<file path="src/rtl/regfile_wb_arbiter.sv">
// Round-robin arbiter that shares the register-file write port among NREQ writeback sources.
// A single registered stage presents the winning write one cycle after acceptance.
module regfile_wb_arbiter #(
  parameter int unsigned NREQ   = 3,
  parameter int unsigned DATA_W = 32,
  parameter int unsigned ADDR_W = 5,
  parameter int unsigned CNT_W  = 16
) (
  input  logic                     clk,
  input  logic                     rst_n,
  input  logic                     freeze,
  input  logic [NREQ-1:0]          req_valid,
  output logic [NREQ-1:0]          req_ready,
  input  logic [NREQ*ADDR_W-1:0]   req_addr,
  input  logic [NREQ*DATA_W-1:0]   req_data,
  output logic                     RegWrite,
  output logic [ADDR_W-1:0]        WriteAddr,
  output logic [DATA_W-1:0]        WriteData,
  output logic [2:0]               grant_id,
  output logic [CNT_W-1:0]         wr_count
);

  localparam int unsigned PtrW = (NREQ > 1) ? $clog2(NREQ) : 1;

  logic [PtrW-1:0]   ptr_q, ptr_d;
  logic [PtrW-1:0]   gnt_idx;
  logic              gnt_found;
  logic              gnt_valid;
  logic              wr_en;
  int unsigned       cand;
  logic [ADDR_W-1:0] sel_addr;
  logic [DATA_W-1:0] sel_data;

  logic              regwrite_q;
  logic [ADDR_W-1:0] waddr_q;
  logic [DATA_W-1:0] wdata_q;
  logic [2:0]        gid_q;
  logic [CNT_W-1:0]  wr_count_q;

  // Search starts at ptr and wraps, so the last winner has lowest priority next cycle.
  always_comb begin
    gnt_found = 1'b0;
    gnt_idx   = '0;
    cand      = 0;
    for (int unsigned k = 0; k < NREQ; k++) begin
      cand = (32'(ptr_q) + k) % NREQ;
      if (!gnt_found && req_valid[cand]) begin
        gnt_found = 1'b1;
        gnt_idx   = PtrW'(cand);
      end
    end
  end

  // Reset gating keeps req_ready quiet for the whole asynchronous reset window.
  assign gnt_valid = gnt_found && !freeze && rst_n;

  always_comb begin
    req_ready = '0;
    if (gnt_valid) begin
      req_ready[gnt_idx] = 1'b1;
    end
  end

  assign sel_addr = req_addr[gnt_idx*ADDR_W +: ADDR_W];
  assign sel_data = req_data[gnt_idx*DATA_W +: DATA_W];
  assign ptr_d    = (gnt_idx == PtrW'(NREQ - 1)) ? '0 : gnt_idx + 1'b1;

  // Writes to x0 still win arbitration but never reach the register file.
  assign wr_en = gnt_valid && (sel_addr != '0);

  always_ff @(posedge clk or negedge rst_n) begin
    if (!rst_n) begin
      ptr_q      <= '0;
      regwrite_q <= 1'b0;
      waddr_q    <= '0;
      wdata_q    <= '0;
      gid_q      <= '0;
      wr_count_q <= '0;
    end else begin
      regwrite_q <= wr_en;
      if (gnt_valid) begin
        ptr_q   <= ptr_d;
        waddr_q <= sel_addr;
        wdata_q <= sel_data;
        gid_q   <= 3'(gnt_idx);
      end
      if (wr_en && (wr_count_q != '1)) begin
        wr_count_q <= wr_count_q + 1'b1;
      end
    end
  end

  assign RegWrite  = regwrite_q;
  assign WriteAddr = waddr_q;
  assign WriteData = wdata_q;
  assign grant_id  = gid_q;
  assign wr_count  = wr_count_q;

endmodule
</file>
<file path="config.mk">
export PLATFORM = sky130hd
export DESIGN_NAME = regfile_wb_arbiter
export DESIGN_NICKNAME = d
export VERILOG_FILES = /design/src/rtl/regfile_wb_arbiter.sv
export SDC_FILE = /design/constraint.sdc
export NUM_CORES = 1
export LEC_CHECK = 0
export BUFFER_PORTS_ARGS = -buffer_cell sky130_fd_sc_hd__clkbuf_2
export CAP_MARGIN = 40
export CORE_MARGIN = 2
export CORE_UTILIZATION = 35
export CTS_BUF_LIST = sky130_fd_sc_hd__clkbuf_4 sky130_fd_sc_hd__clkbuf_8
export DETAILED_ROUTE_END_ITERATION = 10
export GPL_ROUTABILITY_DRIVEN = 1
export GPL_TIMING_DRIVEN = 0
export PLACE_DENSITY_LB_ADDON = 0.12
export SLEW_MARGIN = 5
export SYNTH_ARGS = -nofsm -noshare
export SYNTH_HDL_FRONTEND = slang
export SYNTH_SLANG_ARGS = --single-unit
</file>
<file path="constraint.sdc">
create_clock -name clk -period 4.5 [get_ports clk]
set_clock_uncertainty 0.1 [all_clocks]
set_input_delay 0.45 -clock clk [delete_from_list [all_inputs] [get_ports clk]]
set_output_delay 0.45 -clock clk [all_outputs]
set_load 0.01 [all_outputs]
</file>
==> results.toml, run 1 <==
[clock_tree]
cts_setup_buffers = 0
cts_tree = "done"
cts.sinks = 58
htreeDepth = 3
postCtsHoldBufs = 1
cts.root.buffer_cell = "clkbuf_8"
cts_made_buffers = 9
post_cts_resized = 0
clk_path_buf_depth = 2
insertion_delay_ns = 0.35
path_clk_slew_ns = 0.07

[critical_path]
cp-end-kind = "output pin"
crit_family = "buffers and inverters"
cp_slowest_cell = "o311ai_1"
cpPeakStageDelay_ns = 0.60
startpoint = "ptr_q[0]$_DFFE_PN0P_"
crit_fanout = 10
rrSetupSlack_ns = 1.19
cp.required_ns = 3.95
crit_chain = "inv_1, ha_1, buf_4, mux2i_4, o22ai_2, o311ai_1, clkbuf_1, clkbuf_1, nor3b_1, clkbuf_2"
cp.arrival_ns = 3.40
start_kind = "flip-flop"
crit_type = "reg2out"
r2r_start = "ptr_q[0]$_DFFE_PN0P_"
cp_common_cell = "clkbuf_1"
worst-path-buf-inv = 5

[grt]
grt_pass1_vias = 3396
grt_use_total_pct = 19.80
grt_pass1_wl_um = 17000
grt_max_degree = 45
grt_overflow = 0
antenna_found_initial = 0

[synthesis]
synth_common_cells = "58 x dfrtp_1, 43 x nor2_1, 37 x mux2i_1, 36 x a21o_1, 35 x a211oi_1"
async_flop_share_pct = 100.0
ys_ff_latch = 58
synthTopCellsByArea = "dfrtp_1 42%, mux2i_1 11%, a21o_1 7.8%"
yosys.area_share.simple_pct = 13.01
netlist_area_mm2 = 0.003481
yosysMostFrequentCell = "dfrtp_1"
synth.distinct_cells = 50
synth_top_flop_cell = "dfrtp_1"
syn-num-nets = 471
synth_xor_area_share_pct = 3.271
synth_compound_area_share_pct = 24.34
synth_top_area_share_pct = 41.70
synth_fa_ha_area_share_pct = 1.797
syn_inst = 349
synth_mux_area_share_pct = 11.61
synth_top_family_by_area = "compound AO/OA/AOI/OAI gates"
avgSynthCellArea_um2 = 9.974
yosysWarningCount = 0
synth_area_leader_cell = "dfrtp_1"
synth_seq_area_share_pct = 41.70
synth_edf_count = 0

[worst_hold_path]
hold_path_class = "reg2reg"
min_from = "WriteData[6]$_DFFE_PN0P_"

[detailed_routing]
vias = 3386
remaining_drc_errors = 0
via_per_inst = 5.024
drtAntennaViolNets = 0
wl_per_cell_um = 15.73
wirelength_um = 10600
drt_first_iter_violations = 142
drt_pass1_iterations = 4

[layout]
final_core_util_pct = 49.29
n_antenna_cell = 0
area_delta_synth_final_pct = 37.78
drive_gt1_share_pct = 38.08
regArea_mm2 = 0.001451
multi_input_area_mm2 = 0.001884
fill_cells = 980
stdcell_count = 674
nets = 658

[flow_run]
maxCapViolations = 0

[die]
die_x_um = 103.7
pin_count = 177
fp.coreArea_mm2 = 0.009729
die-height_um = 103.7
die_area_mm2 = 0.01076
num_rows = 36
initial_core_util_pct = 35.78

[timing]
max_freq_mhz = 252.9
slew_viol_final = 0
hold_viol = 0
hold_slack_ns = 0.3746
period_share_pct = 87.88
setup_tns_ns = 0
worstMarginPinSlew_ns = 0.6080
post-route-min-period_ns = 3.954
setup_viol = 0
rsz0062_at_grt = "no"
slew_headroom_pct = 58.82

[placed_design]
hpwl_um = 8201
portBuffers = 174
place_congestion = 0.8305
placed_cells = 657

[run_status]
outcome = "complete, no violations"

[pwr]
peakVddDrop_v = 0.0002104
totalPowerFinal_mw = 3.054
p_per_area_mw_per_mm2 = 636.8
p_leak_nw = 2.669
==> cell families (layout without fill, tap and decap cells) <==
group / Yosys count / in the layout
AO/OA/AOI/OAI: 108 / 108
AND/OR/NAND/NOR: 92 / 92
flip-flops: 58 / 58
multiplexers: 39 / 39
buffers and inverters: 33 / 225
XOR/XNOR: 13 / 13
adder cells (fa/ha/maj): 5 / 5
other: 1 / 1
==> metrics by stage <==
stage                     area [um2]  worst slack (ns)
after floorplan                 3481             1.503
after global placement          4518            0.6969
after detailed placement        4548            0.8768
after CTS                       4796            0.4777
after global routing            4796            0.2876
final                           4796            0.5456
==> state kept, by name, summed over array words and instances, names as in the netlist <==
register / flops
grant_id: 2
ptr_q: 2
RegWrite: 1
WriteAddr: 5
WriteData: 32
wr_count: 16
==> placed cells by master, fill, tap and decap left out, types with 7 or more instances in the layout <==
cell / instances
a211oi_1: 35
a21o_1: 36
and3_1: 9
clkbuf_1: 17
clkbuf_2: 173
clkbuf_8: 12
dfrtp_1: 58
inv_1: 7
mux2i_1: 37
nand2_1: 10
nand3_1: 9
nor2_1: 43
xnor2_1: 13
==> path summary, 6_finish.rpt <==
| check | to | depth (start not counted) |
|---|---|---|
| setup / recovery | req_ready[0] | 10 |
| hold / removal | WriteData[6]$_DFFE_PN0P_ | 1 |
| setup reg to reg | WriteData[7]$_DFFE_PN0P_ | 10 |
| hold reg to reg | WriteData[6]$_DFFE_PN0P_ | 1 |
| max in group asynchronous | ptr_q[1]$_DFFE_PN0P_ | 3 |
| min in group asynchronous | wr_count[1]$_DFFE_PN0P_ | 2 |
==> per-layer routing <==
layer	vias to the layer above	share of wire [%]	global-route usage, %
li1	1663	-	-
met1	1594	43	24.97
met2	120	49	33.59
met3	9	6.7	5.538
met4	0	1.0	5.019
met5	-	0	0
==> layout make-up <==
cell class / instances / share of cell area, %
Sequential cell: 58 / 30.26
Clock buffer: 12 / 3.444
Multi-Input combinational cell: 258 / 39.29
Inverter: 7 / 0.5479
Clock inverter: 4 / 1.513
Buffer: 26 / 2.478
Timing Repair Buffer: 176 / 18.99
Tap cell: 133 / 3.470
==> report_power, final <==
group	internal, mW	total (mW)	switching (mW)
clock network	0.356	0.589	0.232
logic	0.702	1.61	0.913
registers	0.720	0.850	0.130
Power figures use the tool's default switching activity.
==> run 2: changes to the inputs <==
--- a/config.mk
+++ b/config.mk
@@ -5,11 +5,12 @@
 export SDC_FILE = /design/constraint.sdc
 export NUM_CORES = 1
 export LEC_CHECK = 0
-export BUFFER_PORTS_ARGS = -buffer_cell sky130_fd_sc_hd__clkbuf_2
+export BUFFER_PORTS_ARGS = -buffer_cell sky130_fd_sc_hd__buf_2
 export CAP_MARGIN = 40
 export CORE_MARGIN = 2
 export CORE_UTILIZATION = 35
 export CTS_BUF_LIST = sky130_fd_sc_hd__clkbuf_4 sky130_fd_sc_hd__clkbuf_8
+export CTS_CLUSTER_DIAMETER = 80
 export DETAILED_ROUTE_END_ITERATION = 10
 export GPL_ROUTABILITY_DRIVEN = 1
 export GPL_TIMING_DRIVEN = 0
==> results.toml, run 2 (synthesis gave the netlist of run 1 again) <==
[clock_tree]
cts.root.buffer_cell = "clkbuf_8"
cts_made_buffers = 9
htreeDepth = 3
cts.sinks = 58
path_clk_slew_ns = 0.08
post_cts_resized = 0
cts_setup_buffers = 0
insertion_delay_ns = 0.33
cts_tree = "done"
postCtsHoldBufs = 0
clk_path_buf_depth = 2

[pwr]
peakVddDrop_v = 0.0002145
p_per_area_mw_per_mm2 = 616.2
p_leak_nw = 2.614

[layout]
nets = 656
final_common_cell = "buf_2"
multi_input_area_mm2 = 0.001884
n_antenna_cell = 0
largest_reg_flops = 32
fill_cells = 1024
regArea_mm2 = 0.001451
stdcell_count = 672
area_delta_synth_final_pct = 34.90
layout_common_cells = "178 x buf_2, 58 x dfrtp_1, 43 x nor2_1, 37 x mux2i_1, 36 x a21o_1"
drive_gt1_share_pct = 38.03

[die]
die_x_um = 103.7
fp.coreArea_mm2 = 0.009729
num_rows = 36
die-height_um = 103.7
die_area_mm2 = 0.01076
initial_core_util_pct = 35.78
pin_count = 177

[critical_path]
r2r_start = "ptr_q[0]$_DFFE_PN0P_"
cp.required_ns = 3.95
cp-end-kind = "output pin"
crit_family = "buffers and inverters"
start_kind = "flip-flop"
crit_chain = "inv_1, ha_1, buf_4, mux2i_4, o22ai_2, o311ai_1, clkbuf_1, clkbuf_1, nor3b_1, buf_2"
crit_type = "reg2out"
worst-path-buf-inv = 5
cp_slowest_cell = "o311ai_1"
cp_common_cell = "clkbuf_1"
endpoint = "req_ready[0]"
cpPeakStageDelay_ns = 0.65
cp.arrival_ns = 3.43
crit_fanout = 10
startpoint = "ptr_q[0]$_DFFE_PN0P_"
rrSetupSlack_ns = 1.15
crit_cells = 10
ff2ff_path_depth = 10
regToRegEndpoint = "WriteData[1]$_DFFE_PN0P_"

[detailed_routing]
drt_pass1_iterations = 4
drt_first_iter_violations = 176
wl_per_cell_um = 15.51
wirelength_um = 10420
vias = 3381
via_per_inst = 5.031
drtAntennaViolNets = 0
remaining_drc_errors = 0

[run_status]
outcome = "complete, no violations"

[grt]
grt_pass1_wl_um = 17130
grt_overflow = 0
grt_use_total_pct = 19.78
antenna_found_initial = 0
grt_max_degree = 60
grt_pass1_vias = 3427

[placed_design]
portBuffers = 174
place_congestion = 0.8366
placed_cells = 656
hpwl_um = 7977

[timing]
slew_headroom_pct = 48.00
rsz0062_at_grt = "no"
hold_viol = 0
period_share_pct = 88.44
worstMarginPinSlew_ns = 0.7800
post-route-min-period_ns = 3.980
setup_tns_ns = 0
setup_viol = 0
slew_viol_final = 0
max_freq_mhz = 251.3

[worst_hold_path]
hold_path_class = "in2async"

[flow_run]
maxCapViolations = 0
==> run 2: cell types whose count changed in the layout (fill, tap and decap cells not counted), sizes merged <==
cell and change:
clkinv +2, buf +173, clkinvlp +1, dlygate4sd3 -1, bufinv -2, clkbuf -175
==> run 2: layout make-up <==
cell class / count / area share (%)
Multi-Input combinational cell: 258 / 40.13
Inverter: 7 / 0.5596
Tap cell: 133 / 3.544
Sequential cell: 58 / 30.91
Timing Repair Buffer: 174 / 18.60
Buffer: 26 / 2.531
Clock buffer: 11 / 3.091
Clock inverter: 5 / 0.6395
==> run 2: routing by layer <==
layer	GRT usage [%]	wire [um]	share of wire (%)	vias up
met3	4.405	644	6.2	7
met2	33.49	5116	49	112
met4	5.309	103	0.99	0
met5	0	0	0	-
li1	-	-	-	1649
met1	25.57	4556	44	1613
==> run 2: how the worst min path moves through the flow <==
stage	from	to	slack (ns)	depth (start not counted)
2_1_floorplan	rst_n	RegWrite$_DFF_PN0_	0.05	0
3_3_place_gp	WriteData[31]$_DFFE_PN0P_	WriteData[31]$_DFFE_PN0P_	0.35	1
3_5_place_dp	WriteData[6]$_DFFE_PN0P_	WriteData[6]$_DFFE_PN0P_	0.36	1
4_1_cts	rst_n	wr_count[0]$_DFFE_PN0P_	0.12	1
5_1_grt	rst_n	wr_count[0]$_DFFE_PN0P_	0.15	1
6_report	rst_n	wr_count[0]$_DFFE_PN0P_	0.07	1
==> run 2: per-stage QoR <==
step	hold slack, ns	setup slack [ns]	utilization [%]	power, mW	cell area [um2]
after floorplan	0.05441	1.503	-	1.951	3481
after global placement	0.3537	0.8540	46.44	2.452	4518
after detailed placement	0.3602	0.8420	46.46	2.478	4521
after CTS	0.1198	0.4697	48.26	2.929	4696
after global routing	0.1459	0.2175	48.26	3.119	4696
final	0.07370	0.5200	48.26	2.894	4696
==> run 2: power breakdown <==
group          total, mW  internal [mW]  leakage [nW]  switching [mW]
clock              0.440          0.218        0.0885           0.222
combinational       1.61          0.702          1.79           0.911
sequential         0.841          0.720         0.732           0.121
total               2.89           1.64          2.61            1.25
